## src/rtl/mem_req_ctrl.sv

```systemverilog
// Purpose: sequences byte/half/word loads and stores onto a word-wide memory port, with read-modify-write for sub-word stores.
// Latency: response strobe 1 (error), 2 (word store), 3 (load) or 4 (sub-word store) edges after acceptance.
// Backpressure: req_ready is high only in IDLE; one request is in flight at a time.
//
// Ports:
//   clk, rst                     clock and synchronous active-high reset
//   req_valid/req_ready          request handshake; req_we, req_size, req_signed, req_addr, req_wdata carry the request
//   resp_valid/resp_rdata/resp_err  one-cycle completion strobe with load data and error flag
//   mem_enable/mem_wr_en/mem_address/mem_data_in  memory command; mem_contents returns read data one cycle later
module mem_req_ctrl #(
    parameter logic BIG_ENDIAN     = 1'b1,
    parameter logic WORD_ADDR_MASK = 1'b1
) (
    input  logic        clk,
    input  logic        rst,
    input  logic        req_valid,
    output logic        req_ready,
    input  logic        req_we,
    input  logic [1:0]  req_size,
    input  logic        req_signed,
    input  logic [31:0] req_addr,
    input  logic [31:0] req_wdata,
    output logic        resp_valid,
    output logic [31:0] resp_rdata,
    output logic        resp_err,
    output logic        mem_enable,
    output logic        mem_wr_en,
    output logic [31:0] mem_address,
    output logic [31:0] mem_data_in,
    input  logic [31:0] mem_contents
);

    typedef enum logic [2:0] {
        IDLE = 3'd0,
        RD   = 3'd1,
        RDW  = 3'd2,
        WR   = 3'd3,
        RESP = 3'd4
    } state_t;

    state_t      r_state;
    logic        r_we;
    logic [1:0]  r_size;
    logic        r_signed;
    logic [31:0] r_addr;
    logic [31:0] r_wdata;

    logic        r_resp_valid;
    logic [31:0] r_resp_rdata;
    logic        r_resp_err;
    logic        r_mem_enable;
    logic        r_mem_wr_en;
    logic [31:0] r_mem_address;
    logic [31:0] r_mem_data_in;

    logic        w_req_err;
    logic [4:0]  w_shift;
    logic [7:0]  w_rd_byte;
    logic [15:0] w_rd_half;
    logic [31:0] w_load;
    logic [31:0] w_mask;
    logic [31:0] w_merge;

    assign req_ready = (r_state == IDLE) && !rst;

    // Alignment/size check on the live request fields, used at acceptance only.
    always_comb begin
        w_req_err = 1'b0;
        case (req_size)
            2'b01:   w_req_err = req_addr[0];
            2'b10:   w_req_err = |req_addr[1:0];
            2'b11:   w_req_err = 1'b1;
            default: w_req_err = 1'b0;
        endcase
    end

    // Bit position of the addressed lane inside the word. Big-endian puts the
    // lowest byte address in the most significant lane, so the lane of an
    // n-byte access at offset o starts at bit 8*(4-n-o).
    always_comb begin
        w_shift = 5'd0;
        if (BIG_ENDIAN) begin
            case (r_size)
                2'b00:   w_shift = {~r_addr[1:0], 3'b000};
                2'b01:   w_shift = {~r_addr[1], 4'b0000};
                default: w_shift = 5'd0;
            endcase
        end else begin
            case (r_size)
                2'b00:   w_shift = {r_addr[1:0], 3'b000};
                2'b01:   w_shift = {r_addr[1], 4'b0000};
                default: w_shift = 5'd0;
            endcase
        end
    end

    assign w_rd_byte = 8'(mem_contents >> w_shift);
    assign w_rd_half = 16'(mem_contents >> w_shift);

    always_comb begin
        w_load = mem_contents;
        case (r_size)
            2'b00:   w_load = {{24{r_signed & w_rd_byte[7]}}, w_rd_byte};
            2'b01:   w_load = {{16{r_signed & w_rd_half[15]}}, w_rd_half};
            default: w_load = mem_contents;
        endcase
    end

    // Sub-word store: overwrite only the addressed lane of the word just read.
    assign w_mask  = ((r_size == 2'b00) ? 32'h0000_00FF : 32'h0000_FFFF) << w_shift;
    assign w_merge = (mem_contents & ~w_mask) | ((r_wdata << w_shift) & w_mask);

    always_ff @(posedge clk) begin
        if (rst) begin
            r_state       <= IDLE;
            r_we          <= 1'b0;
            r_size        <= 2'b00;
            r_signed      <= 1'b0;
            r_addr        <= 32'd0;
            r_wdata       <= 32'd0;
            r_resp_valid  <= 1'b0;
            r_resp_rdata  <= 32'd0;
            r_resp_err    <= 1'b0;
            r_mem_enable  <= 1'b0;
            r_mem_wr_en   <= 1'b0;
            r_mem_address <= 32'd0;
            r_mem_data_in <= 32'd0;
        end else begin
            case (r_state)
                IDLE: begin
                    if (req_valid) begin
                        r_we          <= req_we;
                        r_size        <= req_size;
                        r_signed      <= req_signed;
                        r_addr        <= req_addr;
                        r_wdata       <= req_wdata;
                        r_mem_address <= WORD_ADDR_MASK ? {req_addr[31:2], 2'b00} : req_addr;
                        if (w_req_err) begin
                            r_state      <= RESP;
                            r_resp_valid <= 1'b1;
                            r_resp_err   <= 1'b1;
                            r_resp_rdata <= 32'd0;
                        end else if (req_we && (req_size == 2'b10)) begin
                            r_state       <= WR;
                            r_mem_enable  <= 1'b1;
                            r_mem_wr_en   <= 1'b1;
                            r_mem_data_in <= req_wdata;
                        end else begin
                            r_state      <= RD;
                            r_mem_enable <= 1'b1;
                            r_mem_wr_en  <= 1'b0;
                        end
                    end
                end
                RD: begin
                    r_state      <= RDW;
                    r_mem_enable <= 1'b0;
                end
                RDW: begin
                    // mem_contents now holds the word addressed during RD.
                    if (r_we) begin
                        r_state       <= WR;
                        r_mem_enable  <= 1'b1;
                        r_mem_wr_en   <= 1'b1;
                        r_mem_data_in <= w_merge;
                    end else begin
                        r_state      <= RESP;
                        r_resp_valid <= 1'b1;
                        r_resp_err   <= 1'b0;
                        r_resp_rdata <= w_load;
                    end
                end
                WR: begin
                    r_state      <= RESP;
                    r_mem_enable <= 1'b0;
                    r_mem_wr_en  <= 1'b0;
                    r_resp_valid <= 1'b1;
                    r_resp_err   <= 1'b0;
                    r_resp_rdata <= 32'd0;
                end
                RESP: begin
                    r_state      <= IDLE;
                    r_resp_valid <= 1'b0;
                    r_resp_err   <= 1'b0;
                    r_resp_rdata <= 32'd0;
                end
                default: begin
                    r_state      <= IDLE;
                    r_mem_enable <= 1'b0;
                    r_mem_wr_en  <= 1'b0;
                    r_resp_valid <= 1'b0;
                end
            endcase
        end
    end

    assign resp_valid  = r_resp_valid;
    assign resp_rdata  = r_resp_rdata;
    assign resp_err    = r_resp_err;
    assign mem_enable  = r_mem_enable;
    assign mem_wr_en   = r_mem_wr_en;
    assign mem_address = r_mem_address;
    assign mem_data_in = r_mem_data_in;

endmodule

```

## config.mk

```make
export PLATFORM = sky130hd
export DESIGN_NAME = mem_req_ctrl
export DESIGN_NICKNAME = d
export VERILOG_FILES = /design/src/rtl/mem_req_ctrl.sv
export SDC_FILE = /design/constraint.sdc
export NUM_CORES = 1
export LEC_CHECK = 0
export ABC_AREA = 1
export BUFFER_PORTS_ARGS = -buffer_cell sky130_fd_sc_hd__buf_2
export CAP_MARGIN = 20
export CORE_MARGIN = 1
export CORE_UTILIZATION = 45
export DETAILED_ROUTE_END_ITERATION = 8
export GPL_TIMING_DRIVEN = 0
export HOLD_SLACK_MARGIN = 0.12
export PLACE_DENSITY_LB_ADDON = 0.05
export SETUP_SLACK_MARGIN = 0.05
export SYNTH_ARGS = -nofsm -noshare
export SYNTH_HDL_FRONTEND = slang
export SYNTH_SLANG_ARGS = --single-unit
```

## constraint.sdc

```tcl
create_clock -name clk -period 2.74 [get_ports clk]
set_clock_uncertainty 0.05 [all_clocks]
set_input_delay 0.411 -clock clk [delete_from_list [all_inputs] [get_ports clk]]
set_output_delay 0.411 -clock clk [all_outputs]
set_load 0.005 [all_outputs]
```

* Yosys cells after proc, flatten, opt, wreduce, memory -nomap -nowiden
Index checks and enable logic that the tools add are counted.
** Word-level totals
- Register bits :: 139
- Memories :: 0
- ROM bits :: 0
- Bits of input ports :: 103
- Logic and storage cells :: 89
- Output and inout bits :: 101
- RAM bits :: 0
- Bits in latches :: 0
** Operators by class
- Bitwise operators :: 11
- Shifts and indexed selects :: 3
- Multiplexer cells :: 32
- Divide/modulo/power cells :: 0
- Multiply operators :: 0
- Add/subtract/negate cells :: 0
- Equality and inequality tests :: 14
- Reductions and logical operators :: 16
- Magnitude comparators :: 0
** Operators with widths (count)
- $mux W32 :: 7
- $pmux W32 S2 :: 2
- $pmux W32 S3 :: 1
- $and A32 B32 Y32 :: 2
- $not A32 Y32 :: 1
- $or A32 B32 Y32 :: 1
- $shl A16 B5 Y32 :: 1
- $shl A32 B5 Y32 :: 1
- $shr A32 B5 Y16 :: 1
- $mux W16 :: 1
- $reduce_and A4 Y1 :: 4
- $pmux W1 S3 :: 4
- $pmux W3 S4 :: 1
- $mux W1 :: 10
- $ne A2 B2 Y1 const B :: 5
- $pmux W5 S2 :: 1
- $mux W3 :: 3
- $eq A3 B2 Y1 const B :: 2
- $reduce_or A2 Y1 :: 3
- $reduce_and A5 Y1 :: 1
- $eq A2 B1 Y1 const B :: 2
- $eq A2 B2 Y1 const B :: 2
- $not A1 Y1 :: 4
- $pmux W1 S4 :: 1
- 13 further kinds :: 15

* Depth between registers and ports, before layout
Gate-level depths: netlist of the first run.
- Depth after elaboration :: 8
- Depth in mapped cells :: 12
- Depth with buffers taken out :: 10

* Worst setup path before layout of the first run
Ideal clock, no wire load.
- Kind :: input -> register
- Start :: in req_addr[0]
- End :: reg r_mem_data_in[11] (netlist: mem_data_in[11])
- Data arrival time :: 1.445 ns
- Setup slack :: 1.132 ns
- Stages on the path :: 8
- Buffers on the path :: 2
- Setup time :: 0.113 ns
- Required time :: 2.577 ns
- Cell sequence :: o31ai_1 > nand2_1 > nand2_1 > nand3_1 > buf_6 > buf_2 > nor2_1 > nor2_1
** On the way
- Cells in the longest elaborated chain, start to end :: 4
** RTL lines
- start: declaration :: RTL line 21 : input logic [31:0] req_addr,
- $reduce_or A2 Y1 :: RTL line 71 : 2'b10: w_req_err = |req_addr[1:0];
- $pmux W1 S3 * :: RTL line 69 : case (req_size)
- $ne A2 B2 Y1 (no source line) *
- $reduce_and A5 Y1 (no source line) *
- end signal: assignment :: RTL line 147 : r_mem_data_in <= req_wdata;
- end signal: assignment :: RTL line 165 : r_mem_data_in <= w_merge;
- end: declaration :: RTL line 54 : logic [31:0] r_mem_data_in;
Every way passes the cells marked *; elsewhere a longest branch is shown, timed or not.
A chain may end at the register's enable or synchronous reset.

* Worst setup path in the final report of the first run
- Start :: in rst
- End :: out req_ready
** On the way
- Cells in the longest elaborated chain, start to end :: 2
** RTL lines
- start: declaration :: RTL line 15 : input logic rst,
- $logic_not A1 Y1 :: RTL line 64 : assign req_ready = (r_state == IDLE) && !rst;
- $logic_and A1 B1 Y1 :: RTL line 64
- end: declaration :: RTL line 17 : output logic req_ready,
No other way between the ends.

==> metrics.cfg, run 1 <==
[status]
status=complete, no violations

[final_layout]
fin_util_pct=60.4
fin_area_um2=8040
drive_above_1_share_pct=23.6
finalNetCount=1292
num_antenna_cells=0
area_delta_synth_final_pct=30.4
layout.cells.non_filler=1378

[setup_path]
critPathKind=in -> out
start_kind=input port
worstPathRequired_ns=2.28
cp_max_fo=10
cp.arrival_ns=1.57
cp-end-kind=primary output
r2r_setup_slack_ns=0.81

[drt]
ant_nets=0
wl_per_cell_um=14.6
wl_mm=20.2
viasPerCell=4.94
drt-pass1-iter-count=5
vias=6809
drt_iter0_markers=417
drc=0

[timing]
maxSlewHeadroom_pct=52.6
finalCriticalPeriod_ns=2.03
finalCritPeriodShare_pct=74.3
holdWs_ns=0.162
fin_tns_setup_ns=0
clock.fmax_mhz=492
worstMarginPinSlew_ns=0.711
rsz0062_at_grt=false
final-setup-viol-count=0
finalMaxSlewViolations=0
hold_violations=0

[placement]
dpl-instance-area_um2=7390
gp_routability_congestion=0.932
dpl.hpwl_mm=15.7
numPortBuffers=201
dp.cells=1346

[pwr]
worst_ir_drop_vdd_mv=0.374
leakage_nw=4.25
power_per_cell_area_nw_per_um2=712

[yosys]
syn_area_per_cell_um2=6.36
synthDistinctLibCells=29
synth_area_leaders=dfxtp_1 40%, nand2_1 17%, nor2_1 9.9%
yosysWarnings=0
synth_cells=968
mappedNetlistArea_um2=6160
synth_seq_cells=123
yosysSeqAreaShare_pct=40.0
yosys.area.top_type=dfxtp_1
synth.top_cell.area_share_pct=40.0

[floorplanning]
die_w_um=119
die-height_um=119
die-area_um2=14200
start_util_pct=46.3
rows=42
core-area_um2=13300
ioPinCount=204

[clock_network]
cts_sinks=123
insertion_delay_ns=0.42
cts_buffers=17
postCtsSetupBuffers=0
clkTransAtPathRegs_ns=0.06
cts_root_buf=clkbuf_16
ctsHoldBuffers=0
cts_tree=done
ctsResizeCount=0
cts_buffer_depth=2
htreeDepth=4

[global_routing]
overflow=0
grt_pass1_wl_mm=31.3
grt_pass1_vias=6198
grt_max_degree=17
antenna_found_initial=1
track_usage_pct=28.6

[job]
maxCapViolCount=0

[min_path]
hold_path_class=in -> reg

-- layout make-up --
| class | count | area [um2] |
|---|---|---|
| Timing Repair Buffer | 201 | 1010 |
| Tap cell | 176 | 220 |
| Multi-Input combinational cell | 688 | 3030 |
| Clock inverter | 10 | 161 |
| Inverter | 94 | 353 |
| Fill cell | 1372 | 5260 |
| Clock buffer | 22 | 484 |
| Sequential cell | 123 | 2460 |
| Buffer | 64 | 319 |
-- flip-flops by register name, indices dropped and copies added (netlist names) --
name and cells:
mem_data_in 32, resp_rdata 32, mem_address 30, r_wdata 16
r_state 3, r_addr 2, r_size 2, mem_enable 1
mem_wr_en 1, r_signed 1, r_we 1, resp_err 1
resp_valid 1
-- Yosys cell counts, drive strengths merged --
| cell type | instances |
|---|---|
| o22ai | 3 |
| o21ai | 96 |
| a21oi | 84 |
| o211ai | 15 |
| nand3 | 23 |
| inv | 94 |
| a211oi | 3 |
| nand2 | 285 |
| o31ai | 1 |
| or2 | 1 |
| dfxtp | 123 |
| conb | 1 |
| clkbuf | 32 |
| buf | 32 |
| nand4 | 1 |
| a21o | 1 |
| nand3b | 1 |
| nor2 | 170 |
| o221ai | 2 |
-- critical path, cell delays in order --
cell and delay [ns]:
buf_2 0.11, inv_1 0.06, clkbuf_1 0.54, nand2_1 0.20, nor2_1 0.13, buf_2 0.12
-- routing by layer --
layer	vias to the layer above	share of wire, %	GRT usage, %
met2	262	45	45.5
met3	31	7.5	6.32
met4	0	2.2	11.4
met1	3041	46	37.5
li1	3475	-	-
met5	-	0	0
-- worst paths after layout --
| path | start | end | cells past startpoint |
|---|---|---|---|
| worst max-delay path | rst | req_ready | 6 |
| worst min-delay path | req_addr[23] | mem_address[23]$_SDFFE_PP0P_ | 3 |
| worst max register to register | r_state[2]$_SDFFE_PP0N_ | mem_data_in[7]$_SDFFE_PP0P_ | 10 |
| worst min register to register | r_wdata[11]$_SDFFE_PP0P_ | r_wdata[11]$_SDFFE_PP0P_ | 2 |
-- cell families after synthesis --
family,Yosys count,synth area share [%]
AO/OA/AOI/OAI,205,17.7
buffers and inverters,158,10.9
other,1,0.0609
AND/OR/NAND/NOR,481,31.4
flip-flops,123,40.0
-- power breakdown --
group | internal (mW) | total (mW) | switching [mW]
Combinational | 0.432 | 1.26 | 0.825
Clock | 1.62 | 2.45 | 0.832
Sequential | 1.93 | 2.01 | 0.0814
Total | 3.98 | 5.72 | 1.74
-- through the flow --
| stage | total power [mW] | worst slack [ns] |
|---|---|---|
| floorplan | 2.84 | 1.13 |
| global placement | 3.28 | 0.675 |
| detailed placement | 3.28 | 0.666 |
| CTS | 5.72 | 0.698 |
| global route | 5.99 | 0.608 |
| finish | 5.72 | 0.706 |
-- cell usage in the layout (no fill, tap or decap), drive strengths merged, types with 2 or more instances in the layout --
| cell type | synthesis | layout |
|---|---|---|
| nand2 | 285 | 285 |
| buf | 32 | 233 |
| nor2 | 170 | 170 |
| dfxtp | 123 | 123 |
| o21ai | 96 | 96 |
| inv | 94 | 95 |
| a21oi | 84 | 84 |
| clkbuf | 32 | 54 |
| nand3 | 23 | 23 |
| o211ai | 15 | 15 |
| bufinv | 0 | 4 |
| a211oi | 3 | 3 |
| o22ai | 3 | 3 |
| clkinvlp | 0 | 3 |
| o221ai | 2 | 2 |
| conb | 1 | 2 |
| clkinv | 0 | 2 |
Power figures use the tool's default switching activity.
==> run 2, diff against run 1 <==
==> constraint.sdc (replaced) <==
create_clock -name clk -period 1.8 [get_ports clk]
set_clock_uncertainty 0.05 [all_clocks]
set_input_delay 0.27 -clock clk [delete_from_list [all_inputs] [get_ports clk]]
set_output_delay 0.27 -clock clk [all_outputs]
set_load 0.005 [all_outputs]
==> metrics.cfg, run 2 (synthesized netlist as in run 1, its figures left out) <==
[min_path]
hp-start=req_wdata[29]
hold_path_class=in -> reg

[status]
status=complete, no violations

[final_layout]
layout_common_cells=272 x nand2_1, 211 x buf_2, 156 x nor2_1
finalNetCount=1356  ; +5.0%
num_antenna_cells=0  ; unchanged
final_common_cell=nand2_1
drive_above_1_share_pct=26.5  ; +2.9 points
area_delta_synth_final_pct=43.5
layout.cells.non_filler=1442  ; +4.6%

[floorplanning]
ioPinCount=204  ; unchanged
start_util_pct=46.3  ; unchanged
die_w_um=119  ; unchanged
die-height_um=119  ; unchanged
core-area_um2=13300  ; unchanged
rows=42  ; unchanged
die-area_um2=14200  ; unchanged

[timing]
final-setup-viol-count=0  ; unchanged
hold_violations=0  ; unchanged
maxSlewHeadroom_pct=64.9  ; +12 points
finalMaxSlewViolations=0  ; unchanged
rsz0062_at_grt=true
clock.fmax_mhz=582
finalCritPeriodShare_pct=95.5
finalCriticalPeriod_ns=1.72
worstMarginPinSlew_ns=0.527  ; -0.184 ns

[setup_path]
cp-end-kind=flop
worstPathRequired_ns=2.06  ; -0.22 ns
cp.arrival_ns=1.98  ; +0.41 ns
start_kind=flop
crit_path_start=r_size[1]$_SDFFE_PP0P_
r2r-start=r_size[1]$_SDFFE_PP0P_
critPathKind=reg -> reg
cp_max_fo=10  ; unchanged

[global_routing]
track_usage_pct=29.8  ; +1.2 points
overflow=0  ; unchanged
grt_pass1_wl_mm=32.8  ; +4.8%
grt_pass1_vias=6526  ; +5.3%
grt_max_degree=17  ; unchanged
antenna_found_initial=1  ; unchanged

[clock_network]
clkTransAtPathRegs_ns=0.06  ; about the same
insertion_delay_ns=0.42  ; about the same
cts_root_buf=clkbuf_16
cts_sinks=123  ; unchanged
cts_buffers=17  ; unchanged
cts_tree=done
htreeDepth=4  ; unchanged
cts_buffer_depth=2  ; unchanged

[pwr]
p_comb_share_pct=25.1  ; +3.1 points
leakage_nw=4.60  ; +8.3%
seq_power_share_pct=33.8  ; -1.4 points
p_sw_share_pct=30.5  ; +0.12 points
worst_ir_drop_vdd_mv=0.582  ; +56%
power.internal_mw=6.31  ; +59%
power_per_cell_area_nw_per_um2=1030  ; +44%
power_switching_mw=2.77  ; +60%
clock_power_share_pct=41.1  ; -1.8 points
power_mw=9.09  ; +59%

[placement]
dp.cells=1346  ; unchanged
dpl.hpwl_mm=15.7  ; unchanged
gp_routability_congestion=0.932  ; unchanged
numPortBuffers=201  ; unchanged

[drt]
viasPerCell=4.93  ; -0.16%
drc=0  ; unchanged
drt_iter0_markers=477  ; +14%
wl_per_cell_um=14.7  ; +0.63%
wl_mm=21.2  ; +5.3%
ant_nets=0  ; unchanged
drt-pass1-iter-count=5  ; unchanged
vias=7114  ; +4.5%

[job]
maxCapViolCount=0  ; unchanged

[run 2: power groups by stage]
stage / sequential (mW) / combinational [mW] / clock (mW)
floorplan: 3.11 / 1.22 / 0
global placement: 3.11 / 1.88 / 0
detailed placement: 3.11 / 1.89 / 0
CTS: 3.06 / 2.02 / 3.76
global route: 3.09 / 2.52 / 3.89
finish: 3.07 / 2.28 / 3.74
[run 2: worst max-delay path, stage by stage (launching register included)]
cell and delay [ns]:
dfxtp_1 0.30, buf_6 0.13, nor2_8 0.17, nand2_8 0.11
buf_8 0.15, clkbuf_4 0.18, a21oi_1 0.18, o21ai_0 0.14
nor2_2 0.14, nor2_1 0.06
[run 2: final cells by class]
| cell class | count | area, um2 |
|---|---|---|
| well taps | 176 | 220 |
| clock inverters | 10 | 161 |
| multi-input cells | 688 | 3130 |
| repair buffers | 266 | 1630 |
| flip-flops and latches | 123 | 2470 |
| clock buffers | 22 | 484 |
| inverters | 94 | 360 |
| plain buffers | 63 | 384 |
| fillers | 1267 | 4460 |
[run 2: repair_timing]
| item | 4_1_cts | 5_1_grt |
|---|---|---|
| hold endpoints to repair | 49 | 0 |
| setup endpoints to repair | 73 | 93 |
| hold buffers | 49 | 0 |
| cloned | 0 | 0 |
| buffers inserted | 4 | 12 |
| resized for setup | 19 | 74 |
| pin swaps | 3 | 13 |
[run 2: through the flow]
| stage | setup slack, ns | hold WS (ns) | utilization (%) | cell area [um2] | setup TNS, ns |
|---|---|---|---|---|---|
| floorplan | 0.265 | 0.355 | - | 6160 | 0 |
| global placement | -0.129 | 0.394 | 55.6 | 7390 | -2.58 |
| detailed placement | -0.137 | 0.400 | 55.6 | 7390 | -2.84 |
| CTS | 0.0406 | 0.120 | 64.6 | 8590 | 0 |
| global route | 0.00774 | 0.144 | 66.5 | 8840 | 0 |
| finish | 0.0808 | 0.137 | 66.5 | 8840 | 0 |
[run 2: path summary, 6_finish.rpt]
path | end | depth (start not counted) | slack (ns)
setup / recovery | mem_data_in[7]$_SDFFE_PP0P_ | 9 | 0.08
hold / removal | mem_data_in[29]$_SDFFE_PP0P_ | 5 | 0.14
setup reg to reg | mem_data_in[7]$_SDFFE_PP0P_ | 9 | 0.08
hold reg to reg | r_wdata[9]$_SDFFE_PP0P_ | 2 | 0.41
[run 2: metal layers]
layer  GRT usage (%)  share of wire, %  vias to the layer above
met1            38.2                44                     3180
li1                -                 -                     3605
met3            6.32               7.7                       37
met2            48.5                46                      292
met4            12.4               2.4                        0
met5               0                 0                        -
